==> src/rtl/control_fsm_mips.sv <==
// Multicycle MIPS-subset control unit.
// The FSM walks each instruction through FETCH, DECODE, EXECUTE and, when
// needed, MEMORY and WRITEBACK. Unsupported encodings park it in ILLEGAL
// until reset. Datapath controls come from the state and the latched
// instruction word. The only exception is the PC strobe in MEMORY, which
// waits for the memory handshake.
module control_fsm_mips #(
    parameter logic [5:0] ALU_ADD = 6'b000000,
    parameter logic [5:0] ALU_SUB = 6'b000001,
    parameter logic [5:0] ALU_AND = 6'b000100,
    parameter logic [5:0] ALU_OR  = 6'b001000,
    parameter logic [5:0] ALU_SLT = 6'b010001
) (
    input  logic        in_clk,
    input  logic        in_reset,
    input  logic [31:0] in_instruction,
    input  logic        in_run,
    input  logic        in_mem_ready,
    output logic        out_r_1_en,
    output logic        out_r_2_en,
    output logic        out_w_en,
    output logic        out_reg_dst,
    output logic        out_alu_src,
    output logic        out_mem_to_reg,
    output logic        out_is_branch,
    output logic        out_is_jump,
    output logic        out_mem_write,
    output logic [5:0]  out_alu_control,
    output logic        out_pc_en,
    output logic [2:0]  out_state,
    output logic        out_illegal,
    output logic [31:0] out_retired
);

    // State encodings are visible on out_state, so they are fixed values.
    localparam logic [2:0] S_FETCH     = 3'd0;
    localparam logic [2:0] S_DECODE    = 3'd1;
    localparam logic [2:0] S_EXECUTE   = 3'd2;
    localparam logic [2:0] S_MEMORY    = 3'd3;
    localparam logic [2:0] S_WRITEBACK = 3'd4;
    localparam logic [2:0] S_ILLEGAL   = 3'd7;

    localparam logic [5:0] OP_RTYPE = 6'b000000;
    localparam logic [5:0] OP_LW    = 6'b100011;
    localparam logic [5:0] OP_SW    = 6'b101011;
    localparam logic [5:0] OP_BEQ   = 6'b000100;
    localparam logic [5:0] OP_ADDI  = 6'b001000;
    localparam logic [5:0] OP_J     = 6'b000010;

    localparam logic [5:0] FN_ADD = 6'b100000;
    localparam logic [5:0] FN_SUB = 6'b100010;
    localparam logic [5:0] FN_AND = 6'b100100;
    localparam logic [5:0] FN_OR  = 6'b100101;
    localparam logic [5:0] FN_SLT = 6'b101010;

    logic [2:0]  state_q, state_d;
    logic [31:0] ir_q, ir_d;
    logic [31:0] retired_q, retired_d;

    logic [5:0]  opcode;
    logic [5:0]  funct;
    logic        funct_ok;
    logic [5:0]  funct_alu;
    logic        is_rtype, is_lw, is_sw, is_beq, is_addi, is_j, is_legal;
    logic        pc_en;

    assign opcode = ir_q[31:26];
    assign funct  = ir_q[5:0];

    // Map the R-type funct field to an ALU code and flag unsupported functs.
    always_comb begin
        funct_ok  = 1'b1;
        funct_alu = ALU_ADD;
        case (funct)
            FN_ADD:  funct_alu = ALU_ADD;
            FN_SUB:  funct_alu = ALU_SUB;
            FN_AND:  funct_alu = ALU_AND;
            FN_OR:   funct_alu = ALU_OR;
            FN_SLT:  funct_alu = ALU_SLT;
            default: funct_ok  = 1'b0;
        endcase
    end

    // An R-type opcode with an unknown funct is treated as unsupported.
    // The class flags are therefore mutually exclusive and all zero for
    // illegal words.
    assign is_rtype = (opcode == OP_RTYPE) && funct_ok;
    assign is_lw    = (opcode == OP_LW);
    assign is_sw    = (opcode == OP_SW);
    assign is_beq   = (opcode == OP_BEQ);
    assign is_addi  = (opcode == OP_ADDI);
    assign is_j     = (opcode == OP_J);
    assign is_legal = is_rtype | is_lw | is_sw | is_beq | is_addi | is_j;

    // State register. Reset is asynchronous, so every output derived from
    // the state drops as soon as in_reset rises.
    always_ff @(posedge in_clk or posedge in_reset) begin
        if (in_reset) begin
            state_q <= S_FETCH;
        end else begin
            state_q <= state_d;
        end
    end

    // Instruction register and retired-instruction counter.
    always_ff @(posedge in_clk or posedge in_reset) begin
        if (in_reset) begin
            ir_q      <= 32'd0;
            retired_q <= 32'd0;
        end else begin
            ir_q      <= ir_d;
            retired_q <= retired_d;
        end
    end

    // Capture the instruction only when leaving FETCH. Count each PC
    // advance, and let the counter wrap naturally at 2^32.
    always_comb begin
        ir_d      = ir_q;
        retired_d = retired_q;
        if ((state_q == S_FETCH) && in_run) begin
            ir_d = in_instruction;
        end
        if (pc_en) begin
            retired_d = retired_q + 32'd1;
        end
    end

    // Next-state logic.
    always_comb begin
        state_d = state_q;
        case (state_q)
            S_FETCH: begin
                if (in_run) begin
                    state_d = S_DECODE;
                end
            end
            S_DECODE: begin
                state_d = is_legal ? S_EXECUTE : S_ILLEGAL;
            end
            S_EXECUTE: begin
                if (is_lw || is_sw) begin
                    state_d = S_MEMORY;
                end else if (is_rtype || is_addi) begin
                    state_d = S_WRITEBACK;
                end else begin
                    state_d = S_FETCH;
                end
            end
            S_MEMORY: begin
                if (in_mem_ready) begin
                    state_d = is_lw ? S_WRITEBACK : S_FETCH;
                end
            end
            S_WRITEBACK: begin
                state_d = S_FETCH;
            end
            S_ILLEGAL: begin
                state_d = S_ILLEGAL;
            end
            // Encodings 5 and 6 are unreachable; recover to FETCH.
            default: begin
                state_d = S_FETCH;
            end
        endcase
    end

    // Output decode. The per-instruction selects are held from DECODE to
    // the end of the instruction. Strobes fire only in their own state.
    always_comb begin
        out_r_1_en      = 1'b0;
        out_r_2_en      = 1'b0;
        out_w_en        = 1'b0;
        out_reg_dst     = 1'b0;
        out_alu_src     = 1'b0;
        out_mem_to_reg  = 1'b0;
        out_is_branch   = 1'b0;
        out_is_jump     = 1'b0;
        out_mem_write   = 1'b0;
        out_alu_control = ALU_ADD;
        out_illegal     = 1'b0;
        pc_en           = 1'b0;
        case (state_q)
            S_DECODE, S_EXECUTE, S_MEMORY, S_WRITEBACK: begin
                if (is_legal) begin
                    out_r_1_en     = ~is_j;
                    out_r_2_en     = is_rtype | is_sw | is_beq;
                    out_reg_dst    = is_rtype;
                    out_alu_src    = is_lw | is_sw | is_addi;
                    out_mem_to_reg = is_lw;
                    if (is_rtype) begin
                        out_alu_control = funct_alu;
                    end else if (is_beq) begin
                        out_alu_control = ALU_SUB;
                    end
                end
                if (state_q == S_EXECUTE) begin
                    out_is_branch = is_beq;
                    out_is_jump   = is_j;
                    pc_en         = is_beq | is_j;
                end
                if (state_q == S_MEMORY) begin
                    out_mem_write = is_sw;
                    pc_en         = is_sw & in_mem_ready;
                end
                if (state_q == S_WRITEBACK) begin
                    out_w_en = 1'b1;
                    pc_en    = 1'b1;
                end
            end
            S_ILLEGAL: begin
                out_illegal = 1'b1;
            end
            default: begin
            end
        endcase
    end

    assign out_pc_en   = pc_en;
    assign out_state   = state_q;
    assign out_retired = retired_q;

endmodule

==> config.mk <==
export PLATFORM = sky130hd
export DESIGN_NAME = control_fsm_mips
export DESIGN_NICKNAME = d
export VERILOG_FILES = /design/src/rtl/control_fsm_mips.sv
export SDC_FILE = /design/constraint.sdc
export NUM_CORES = 1
export LEC_CHECK = 0
export CAP_MARGIN = 20
export CORE_ASPECT_RATIO = 0.7
export CORE_MARGIN = 3
export CORE_UTILIZATION = 35
export DETAILED_ROUTE_END_ITERATION = 7
export GPL_TIMING_DRIVEN = 1
export HOLD_SLACK_MARGIN = 0.1
export PLACE_DENSITY = 0.71
export SLEW_MARGIN = 5
export SYNTH_ARGS = -nofsm -noshare
export SYNTH_HDL_FRONTEND = slang
export SYNTH_SLANG_ARGS = --single-unit
export TNS_END_PERCENT = 10
==> constraint.sdc <==
create_clock -name in_clk -period 4.6 [get_ports in_clk]
set_input_delay 0.69 -clock in_clk [delete_from_list [all_inputs] [get_ports in_clk]]
set_output_delay 0.69 -clock in_clk [all_outputs]
set_load 0.02 [all_outputs]
# == Word-level counts from Yosys, hierarchy flattened ==
# Cells that the tools add are included.
# word_totals
ramBits,0
memories,0
reg_bits,67
output_inout_bits,52
rom_bits,0
latch_bits,0
# classes
reduce_logical,9
n_lt_le_gt_ge,0
muxes,36
n_eq_ne,17
div_mod_pow,0
n_bitwise,12
shifts,0
n_mul,0
n_addsub,1
# ops
op,n
"6-bit equality test, second input constant",7
"32-bit by 1-bit adder with 32-bit output, second input constant",1
1-bit two-way mux,25
5-bit case mux with 4 select lines,1
3-bit two-way mux,6
6-bit two-way mux,3
3-bit case mux with 5 select lines,1
1-bit OR,10
"3-bit by 2-bit equality test with 1-bit output, second input constant",2
"3-bit equality test, second input constant",2
"6-bit by 2-bit equality test with 1-bit output, second input constant",1
"6-bit by 3-bit equality test with 1-bit output, second input constant",1
"6-bit by 4-bit equality test with 1-bit output, second input constant",1
6-bit zero test,1
5-bit OR reduction,1
"2-bit != test, second input constant",2
4-bit OR reduction,1
"3-bit by 1-bit equality test with 1-bit output, second input constant",1
3-bit zero test,1
1-bit logical AND,2
1-bit logical OR,2
2-bit AND reduction,1
1-bit bitwise AND,1
1-bit NOT,1

# == Depth between registers and ports, before layout ==
# Gate-level depths: netlist of the first run.
# depth
depth_word,11
mapped_depth,7

# == Worst setup path before layout of the first run ==
# No wires, ideal clock.
# synth_path
path_type,reg-to-output
from,register ir_q[26]
to,output out_r_1_en
stages_incl_launch_ff,6
arrival_time_ns,1.838
n_path_buf,1
setup_slack_ns,2.072
cell_sequence,dfrtp_1 > buf_2 > or4_1 > a21oi_1 > o31ai_1 > a221oi_1
# synth_via
elab_chain_len,9
word_cells_on_any_way,15
classes_between,eq/ne (5); mux (2); bitwise (6); reduce/logical (2)
# synth_lines
element,line,text
start: declaration,57,"logic [31:0] ir_q, ir_d;"
start signal: assignment,111,ir_q <= ir_d;
6-bit zero test,87,assign is_rtype = (opcode == OP_RTYPE) && funct_ok;
1-bit logical AND,87,
1-bit OR (5 in series),93,assign is_legal = is_rtype | is_lw | is_sw | is_beq | is_addi | is_j;
1-bit two-way mux (*),185,if (is_legal) begin
1-bit two-way mux (*),183,case (state_q)
end: declaration,19,"output logic out_r_1_en,"
# Every way passes the cells marked *; elsewhere a longest branch is shown, timed or not.

# == Final worst setup path of the first run ==
# layout_path
from,register ir_q[2]
to,output out_alu_control[2]
# layout_via
elab_chain_len,11
word_cells_on_any_way,17
classes_between,eq/ne (5); mux (5); bitwise (5); reduce/logical (2)
# layout_lines
element,line,text
6-bit equality test,74,case (funct)
5-bit OR reduction (no source line),n/a,
1-bit two-way mux,74,
1-bit logical AND,87,
1-bit OR (5 in series),93,
6-bit two-way mux (*),185,
6-bit two-way mux (*),183,
end: declaration,28,"output logic [5:0] out_alu_control,"
# Marks and branches as above.

==> results of run 1 <==
worst min-delay path by stage:
| stage | to | cells after the start |
|---|---|---|
| floorplan | ir_q[4] | 1 |
| global route | out_retired[31] | 1 |
| CTS | out_retired[31] | 1 |
| finish | out_retired[31] | 1 |
| global placement | out_retired[31] | 1 |
| detailed placement | out_retired[31] | 1 |
per-stage QoR:
stage	utilization [%]	worst slack, ns	cell area (µm²)	cells
after floorplan	-	2.072	2570	245
after detailed placement	47.14	1.401	3273	392
final	48.68	1.351	3381	400
after global routing	48.68	1.158	3381	400
after CTS	48.40	1.329	3361	399
after global placement	47.14	1.397	3273	392
logic make-up after synthesis:
group	share of synthesized area, %
buf+inv	4.241
compound gates	5.754
flops	45.83
fa+ha+maj	0.4875
xor+xnor	11.60
other cells	0.1461
simple gates	25.79
mux	6.143
per-layer routing:
| layer | up-vias | GRT usage [%] |
|---|---|---|
| li1 | 981 | - |
| met1 | 974 | 23.36 |
| met2 | 48 | 20.35 |
| met3 | 2 | 3.076 |
| met4 | 0 | 2.270 |
| met5 | - | 0 |
placed cells by master (no fill, tap or decap), drive strengths merged, types with 4 or more instances in the layout:
cell type | synthesis | final
a21oi | 8 | 8
and3 | 8 | 8
clkbuf | 3 | 6
clkdlybuf4s50 | 0 | 65
dfrtp | 47 | 47
inv | 8 | 8
mux2 | 14 | 14
nand2 | 14 | 14
nand3 | 16 | 16
nand4 | 5 | 5
nor2 | 17 | 17
nor2b | 4 | 4
nor3 | 15 | 15
nor3b | 4 | 4
nor4 | 5 | 5
xnor2 | 21 | 21
xor2 | 13 | 13
sequential cells by signal (all words and copies together), names as in the netlist:
signal,cells
ir_q,12
out_retired,32
out_state,3
power by group through the flow:
stage / logic [mW] / clock network, mW / registers [mW]
floorplan: 0.369 / 0 / 0.616
global placement: 0.481 / 0 / 0.661
detailed placement: 0.489 / 0 / 0.669
CTS: 0.491 / 0.262 / 0.660
global route: 0.534 / 0.283 / 0.686
finish: 0.489 / 0.249 / 0.662
final cells by class:
class	count	area, µm²
Clock buffer	6	82.58
Clock inverter	1	5.005
Fill cell	661	3563
Inverter	8	30.03
Multi-Input combinational cell	177	1291
Sequential cell	47	1176
Tap cell	94	117.6
Timing Repair Buffer	67	678.2
==> impl_metrics.ini, run 1 <==
[logic_synthesis]
ys_seq_area_share_pct = 45.83
yosysWarnings = 0
yosys.area.top_type = dfrtp_1
ys_ff_latch = 47
synth.most_common_cell = dfrtp_1
synth.area.top_cells = dfrtp_1 (46%), xnor2_1 (7.2%), mux2_2 (6.1%), xor2_1 (4.4%), nand3_1 (2.9%)
syn_area_um2 = 2566
synthCells = 244
synthFlopType = dfrtp_1
ys_async_sr_fraction_pct = 100.0
synth_edf_count = 0
ys_types = 49
netlist_top_cells_count = dfrtp_1 (47), xnor2_1 (21), nor2_1 (17), nand3_1 (15)
synth_area_per_cell_um2 = 10.52
yosys.area.top_type_share_pct = 45.83

[clock_network]
cts_root_buffer = clkbuf_8
cts_tree = built
ctsHoldBuffers = 0
cts_max_level = 2
cts_setup_buffers = 0
clkLatencyLatePin_ns = 0.28
cts_made_buffers = 5
cts_sinks = 47
cts_resized = 0
max-clock-path-buffers = 2
clk_pin_slew_worst_paths_ns = 0.08

[floorplanning]
dieArea_um2 = 8412
ios = 88
start_util_pct = 36.95
num_rows = 25
die_height_um = 77.64
coreArea_um2 = 6944
die_w_um = 108.3

[timing]
finalClockSkew_ns = 0.002673
setup_violations = 0
drv_slew = 0
period_minus_slack_ns = 3.249
worst_pin_slew_ns = 0.7530
setup_tns_ns = 0
rsz0062_at_grt = false
max-slew-margin-rel_pct = 49.69
fin_hold_ws_ns = 0.4830
clock.fmax_mhz = 307.8
hold_violations = 0
finalCritPeriodShare_pct = 70.62

[power_and_ir_drop]
power_frac_comb_pct = 34.9
power_density_nw_per_um2 = 413.8
leakage_nw = 1.331
seqPwrFrac_pct = 47.3
pwr-share-clk_pct = 17.8
power_mw = 1.399
internal-power_uw = 874.7
p_sw_share_pct = 37.47
peakVddDrop_uv = 206.5
p_sw_uw = 524.1

[critical_path]
r2r_setup_slack_ns = 2.24
cp.depth = 6
worstReg2RegEnd = out_retired[12]
cp_top_family = simple AND/OR/NAND/NOR gates
crit_end = out_alu_control[2]
path_buf_inv = 1
required_ns = 3.91
slowest_stage = clkdlybuf4s50_1
reg2regPathDepth = 5
crit_start = ir_q[2]
r2r-start = out_state[1]
timing_worst_setup_path_type = flop to output port
critPathMaxStageDelay_ns = 0.62
startpoint_type = flop
critPathMaxFanout = 4
arrival_ns = 2.56
endpoint_kind = output port
worstPathCellList = mux2_2, nor3_1, and4_1, nand2_1, nor2_1, clkdlybuf4s50_1

[placed_design]
dpl.hpwl_mm = 4.354
portBuffers = 65
gp_congestion = 0.8608

[drt]
routedWlPerCell_um = 14.57
firstDrtPassIters = 4
wl_met3_um = 285
wl_met1_mm = 3.082
via_per_inst = 5.013
drc = 0
vias = 2005
ant_nets = 0
drtIter0Drc = 86
dr_wl_met2_mm = 2.433
top_layer_used = met4
wirelength_mm = 5.828

[layout]
drive_above_1_share_pct = 12.09
nets = 343
syn_to_final_growth_pct = 31.74
diodes = 0

[run_status]
status = completed

[global_route]
grt-ovfl-total = 0
grt_max_degree = 48
grt_antenna_before_repair = 0
grtUsageTotal_pct = 14.61
grt_pass1_wl_mm = 9.880
grt_pass1_vias = 1912

[job]
cap_violations = 0

[min_path]
hp-class = flop to flop
holdCritStartpoint = out_retired[31]
No activity file was read; power rests on OpenSTA's default activity.
==> run 2: changes to the inputs <==
PLACE_DENSITY = 0.74   (was 0.71)
clock period = 2.9 ns   (was 4.6 ns; I/O delays follow)
==> run 2 against run 1 <==
Compared with the run above:
- flip-flop and latch count unchanged
- first-iteration DRC count shrank 26%
- global-route usage stayed put
- power rose by 75%
- via count shrank 0.75%
- sequential power is 51% higher
- combinational power is 79% higher
- hold slack better by 0.014 ns
- setup slack got worse by 1.2 ns
- clock power is 130% higher
==> impl_metrics.ini, run 2 (synthesis gave the netlist of run 1 again) <==
[clock_network]
max-clock-path-buffers = 2
cts_made_buffers = 5
clkLatencyLatePin_ns = 0.30
cts_tree = built
cts_max_level = 2
clk_pin_slew_worst_paths_ns = 0.09
ctsHoldBuffers = 0
cts_root_buffer = clkbuf_8
cts_sinks = 47

[power_and_ir_drop]
seqPwrFrac_pct = 40.9
power_frac_comb_pct = 35.9
power_density_nw_per_um2 = 701.9
p_sw_uw = 867.9
pwr-share-clk_pct = 23.2
leakage_nw = 1.435
internal-power_mw = 1.575
p_sw_share_pct = 35.52
peakVddDrop_uv = 398.7

[timing]
drv_slew = 0
hold_violations = 0
worst_pin_slew_ns = 0.6252
finalCritPeriodShare_pct = 96.15
setup_violations = 0
rsz0062_at_grt = false
period_minus_slack_ns = 2.788
max-slew-margin-rel_pct = 58.26
finalClockSkew_ns = 0.006950
clock.fmax_mhz = 358.6
setup_tns_ns = 0

[critical_path]
worstReg2RegEnd = out_retired[31]
reg2regPathDepth = 5
endpoint_kind = output port
r2r-start = out_state[2]
path_buf_inv = 1
critPathMaxStageDelay_ns = 0.60
r2r_setup_slack_ns = 0.69
slowest_stage = clkdlybuf4s50_1
arrival_ns = 2.35
cp_top_family = simple AND/OR/NAND/NOR gates
startpoint_type = flop
critPathMaxFanout = 4
worstPathCellList = mux2_2, nor3_2, and4_2, and3_1, clkdlybuf4s50_1
timing_worst_setup_path_type = flop to output port
required_ns = 2.47
cp.depth = 5

[global_route]
grt_antenna_before_repair = 0
grtUsageTotal_pct = 14.61
grt_max_degree = 31
grt_pass1_wl_mm = 9.791
grt_pass1_vias = 1892
grt-ovfl-total = 0

[placed_design]
dpl.hpwl_mm = 4.455
placed_cell_area_um2 = 3326
portBuffers = 65
dp_cells = 399
gp_congestion = 0.8272

[drt]
ant_nets = 0
wirelength_mm = 5.810
drc = 0
drtIter0Drc = 64
firstDrtPassIters = 4
routedWlPerCell_um = 14.28
vias = 1990
via_per_inst = 4.889

[min_path]
hold_path_depth = 1
hp-class = flop to flop
min_to = out_retired[31]
holdCritStartpoint = out_retired[31]

[layout]
layout_commonest_cell = clkdlybuf4s50_1
post-route-util_pct = 50.13
diodes = 0
final_cell_mix = clkdlybuf4s50_1 (61), dfrtp_1 (47), xnor2_1 (21), nor2_1 (17), nand3_1 (15)
layout.cells.non_filler = 407
nets = 349
syn_to_final_growth_pct = 35.64
drive_above_1_share_pct = 15.02
nFillCells = 648
largest_reg_flops = 32
design_area_um2 = 3481

[floorplanning]
start_util_pct = 36.95
num_rows = 25
die_height_um = 77.64
ios = 88
dieArea_um2 = 8412
die_w_um = 108.3
coreArea_um2 = 6944

[job]
cap_violations = 0

[run_status]
status = completed
-- run 2: cell types whose count changed in the layout (fill, tap and decap cells not counted), sizes merged --
cell | before | now
buf | 2 | 8
clkdlybuf4s50 | 65 | 61
dlymetal6s2s | 0 | 3
bufinv | 0 | 2
clkbuf | 6 | 5
clkinv | 1 | 0
clkinvlp | 0 | 1
dlygate4sd2 | 0 | 1
-- run 2: metrics by stage --
step / setup WS [ns] / hold slack, ns / power [mW]
after floorplan: 0.6266 / 0.4716 / 1.562
after global placement: 0.3023 / 0.4568 / 1.854
after detailed placement: 0.2577 / 0.4882 / 1.879
after CTS: 0.06988 / 0.5055 / 2.450
after global routing: 0.002445 / 0.5151 / 2.599
final: 0.1116 / 0.4966 / 2.443
-- run 2: how the worst max path moves through the flow --
stage | start | end
2_1_floorplan | ir_q[26] | out_r_1_en
3_3_place_gp | ir_q[2] | out_alu_control[3]
3_5_place_dp | ir_q[30] | out_r_1_en
4_1_cts | ir_q[26] | out_alu_control[4]
5_1_grt | ir_q[2] | out_alu_control[4]
6_report | ir_q[2] | out_alu_control[4]
-- run 2: repair_timing --
| item | CTS | global route |
|---|---|---|
| buffers inserted | 0 | 0 |
| resized for setup | 2 | 5 |
| cloned | 0 | 0 |
| endpoints found under the setup margin | 4 | 4 |
-- run 2: worst register-to-register path: stages, from the launching register on --
cell and delay [ns]:
dfrtp_1 0.59, nor3b_2 0.39, a31oi_1 0.23, a21o_1 0.39, nor4_4 0.33, xor2_1 0.19
-- run 2: final cells by class --
cell class | count | area (µm²) | share of cell area [%]
Inverter | 8 | 30.03 | 0.8627
Clock inverter | 3 | 67.56 | 1.941
Sequential cell | 47 | 1176 | 33.79
Tap cell | 94 | 117.6 | 3.379
Clock buffer | 5 | 68.82 | 1.977
Timing Repair Buffer | 73 | 716.9 | 20.60
Multi-Input combinational cell | 177 | 1304 | 37.46
-- run 2: power groups by stage --
stage | registers [mW] | logic (mW) | clock network (mW)
after floorplan | 0.977 | 0.585 | 0
after global placement | 1.00 | 0.853 | 0
after detailed placement | 1.01 | 0.871 | 0
after CTS | 0.994 | 0.876 | 0.580
after global routing | 1.03 | 0.960 | 0.608
final | 0.999 | 0.876 | 0.568
-- run 2: metal layers --
metal / wire length, µm / track usage (%) / vias to the layer above
met4: 46 / 3.026 / 0
met1: 3050 / 22.57 / 951
met5: 0 / 0 / -
li1: - / - / 992
met2: 2495 / 21.34 / 43
met3: 217 / 2.494 / 4
==> run 3: changes to the inputs <==
PLACE_DENSITY = default   (was 0.74)
PLACE_DENSITY_LB_ADDON = 0.25   (was default)
==> run 3 against run 2 <==
Compared with the run above:
- fmax increased by 3.4%
- count of clock-buffer cells in the layout unchanged
- via count increased by 1.1%
- die area unchanged
- cell area decreased by 1.2%
- critical endpoint is now out_alu_control[0]
- critical path depth unchanged
- sequential power about the same
- clock skew increased by 0.0037 ns
==> impl_metrics.ini, run 3 (synthesis gave the netlist of run 1 again) <==
[timing]
drv_slew = 0
hold_violations = 0
setup_violations = 0
period_minus_slack_ns = 2.698
finalClockSkew_ns = 0.01067
fin_hold_ws_ns = 0.4743
max-slew-margin-rel_pct = 59.91
worst_pin_slew_ns = 0.6013
finalCritPeriodShare_pct = 93.03
clock.fmax_mhz = 370.7
setup_tns_ns = 0
rsz0062_at_grt = false

[layout]
nets = 348
drive_above_1_share_pct = 13.78
post-route-util_pct = 49.53
layout_commonest_cell = clkdlybuf4s50_1
final_cell_mix = clkdlybuf4s50_1 (60), dfrtp_1 (47), xnor2_1 (21), nor2_1 (17), nand3_1 (15)
largest_reg_flops = 32
design_area_um2 = 3440
syn_to_final_growth_pct = 34.03
layout.cells.non_filler = 406
nFillCells = 657
diodes = 0

[run_status]
status = completed

[drt]
vias = 2012
ant_nets = 0
dr_wl_met2_mm = 2.349
routedWlPerCell_um = 14.37
via_per_inst = 4.956
drc = 0
firstDrtPassIters = 4
wl_met3_um = 327
drtIter0Drc = 88
wl_met1_mm = 3.102
top_layer_used = met4
wirelength_mm = 5.833

[placed_design]
dpl.hpwl_mm = 4.308
gp_congestion = 0.8159
dp_cells = 398
portBuffers = 65
placed_cell_area_um2 = 3318

[floorplanning]
dieArea_um2 = 8412
die_height_um = 77.64
start_util_pct = 36.95
ios = 88
die_w_um = 108.3
coreArea_um2 = 6944
num_rows = 25

[clock_network]
clkLatencyLatePin_ns = 0.30
max-clock-path-buffers = 2
cts_max_level = 2
cts_setup_buffers = 0
cts_sinks = 47
cts_root_buffer = clkbuf_8
clk_pin_slew_worst_paths_ns = 0.10
cts_made_buffers = 5
cts_tree = built

[critical_path]
startpoint_type = flop
critPathMaxFanout = 9
required_ns = 2.47
slowest_stage = clkdlybuf4s50_1
timing_worst_setup_path_type = flop to output port
worstPathCellList = or4_1, nor2_1, o21ai_0, nor2_1, clkdlybuf4s50_1
cp_top_family = simple AND/OR/NAND/NOR gates
critPathMaxStageDelay_ns = 0.61
endpoint_kind = output port
path_buf_inv = 1
arrival_ns = 2.26
cp_common_cell = nor2_1

[global_route]
grt_antenna_before_repair = 0
grt_pass1_vias = 1914
grt-ovfl-total = 0
grtUsageTotal_pct = 14.66
grt_pass1_wl_mm = 9.742
grt_max_degree = 48

[job]
cap_violations = 0

[power_and_ir_drop]
peakVddDrop_uv = 357.0
power_density_nw_per_um2 = 681.4
leakage_nw = 1.442

[min_path]
hp-class = flop to flop
==> run 3: area by class of cell <==
class | count | area (µm²) | area share [%]
clock inverters | 3 | 43.79 | 1.273
well taps | 94 | 117.6 | 3.419
multi-input cells | 177 | 1291 | 37.54
flip-flops and latches | 47 | 1176 | 34.19
clock buffers | 5 | 68.82 | 2.001
inverters | 8 | 30.03 | 0.8730
repair buffers | 72 | 711.9 | 20.70
==> run 3: through the flow <==
stage / setup WS (ns) / power, mW
global route: 0.01942 / 2.502
detailed placement: 0.2997 / 1.869
finish: 0.2021 / 2.344
floorplan: 0.6266 / 1.562
global placement: 0.2954 / 1.857
CTS: 0.07426 / 2.365
==> run 3: what timing repair did <==
item | in CTS | in global routing
gates resized for setup | 1 | 4
setup endpoints to repair | 1 | 4
cloned | 0 | 0
hold buffers | 0 | 0
==> run 3: final timing paths <==
check / slack (ns) / to / depth (start not counted) / from
setup reg to reg: 0.73 / out_retired[29] / 5 / out_state[2]
min in group asynchronous: 0.60 / out_retired[17] / 3 / in_reset
hold / removal: 0.47 / out_retired[31] / 1 / out_retired[31]
setup / recovery: 0.20 / out_alu_control[0] / 5 / ir_q[26]
hold reg to reg: 0.47 / out_retired[31] / 1 / out_retired[31]
max in group asynchronous: 1.90 / out_retired[22] / 3 / in_reset
==> run 3: routing by layer <==
layer	vias to the layer above	GRT usage, %
met1	963	23.42
met3	5	2.826
met5	-	0
li1	987	-
met4	0	3.909
met2	57	19.85
==> run 3: power breakdown <==
group	switching, mW	internal, mW	total, mW
clock	0.231	0.257	0.488
sequential	0.238	0.793	1.03
combinational	0.394	0.430	0.824
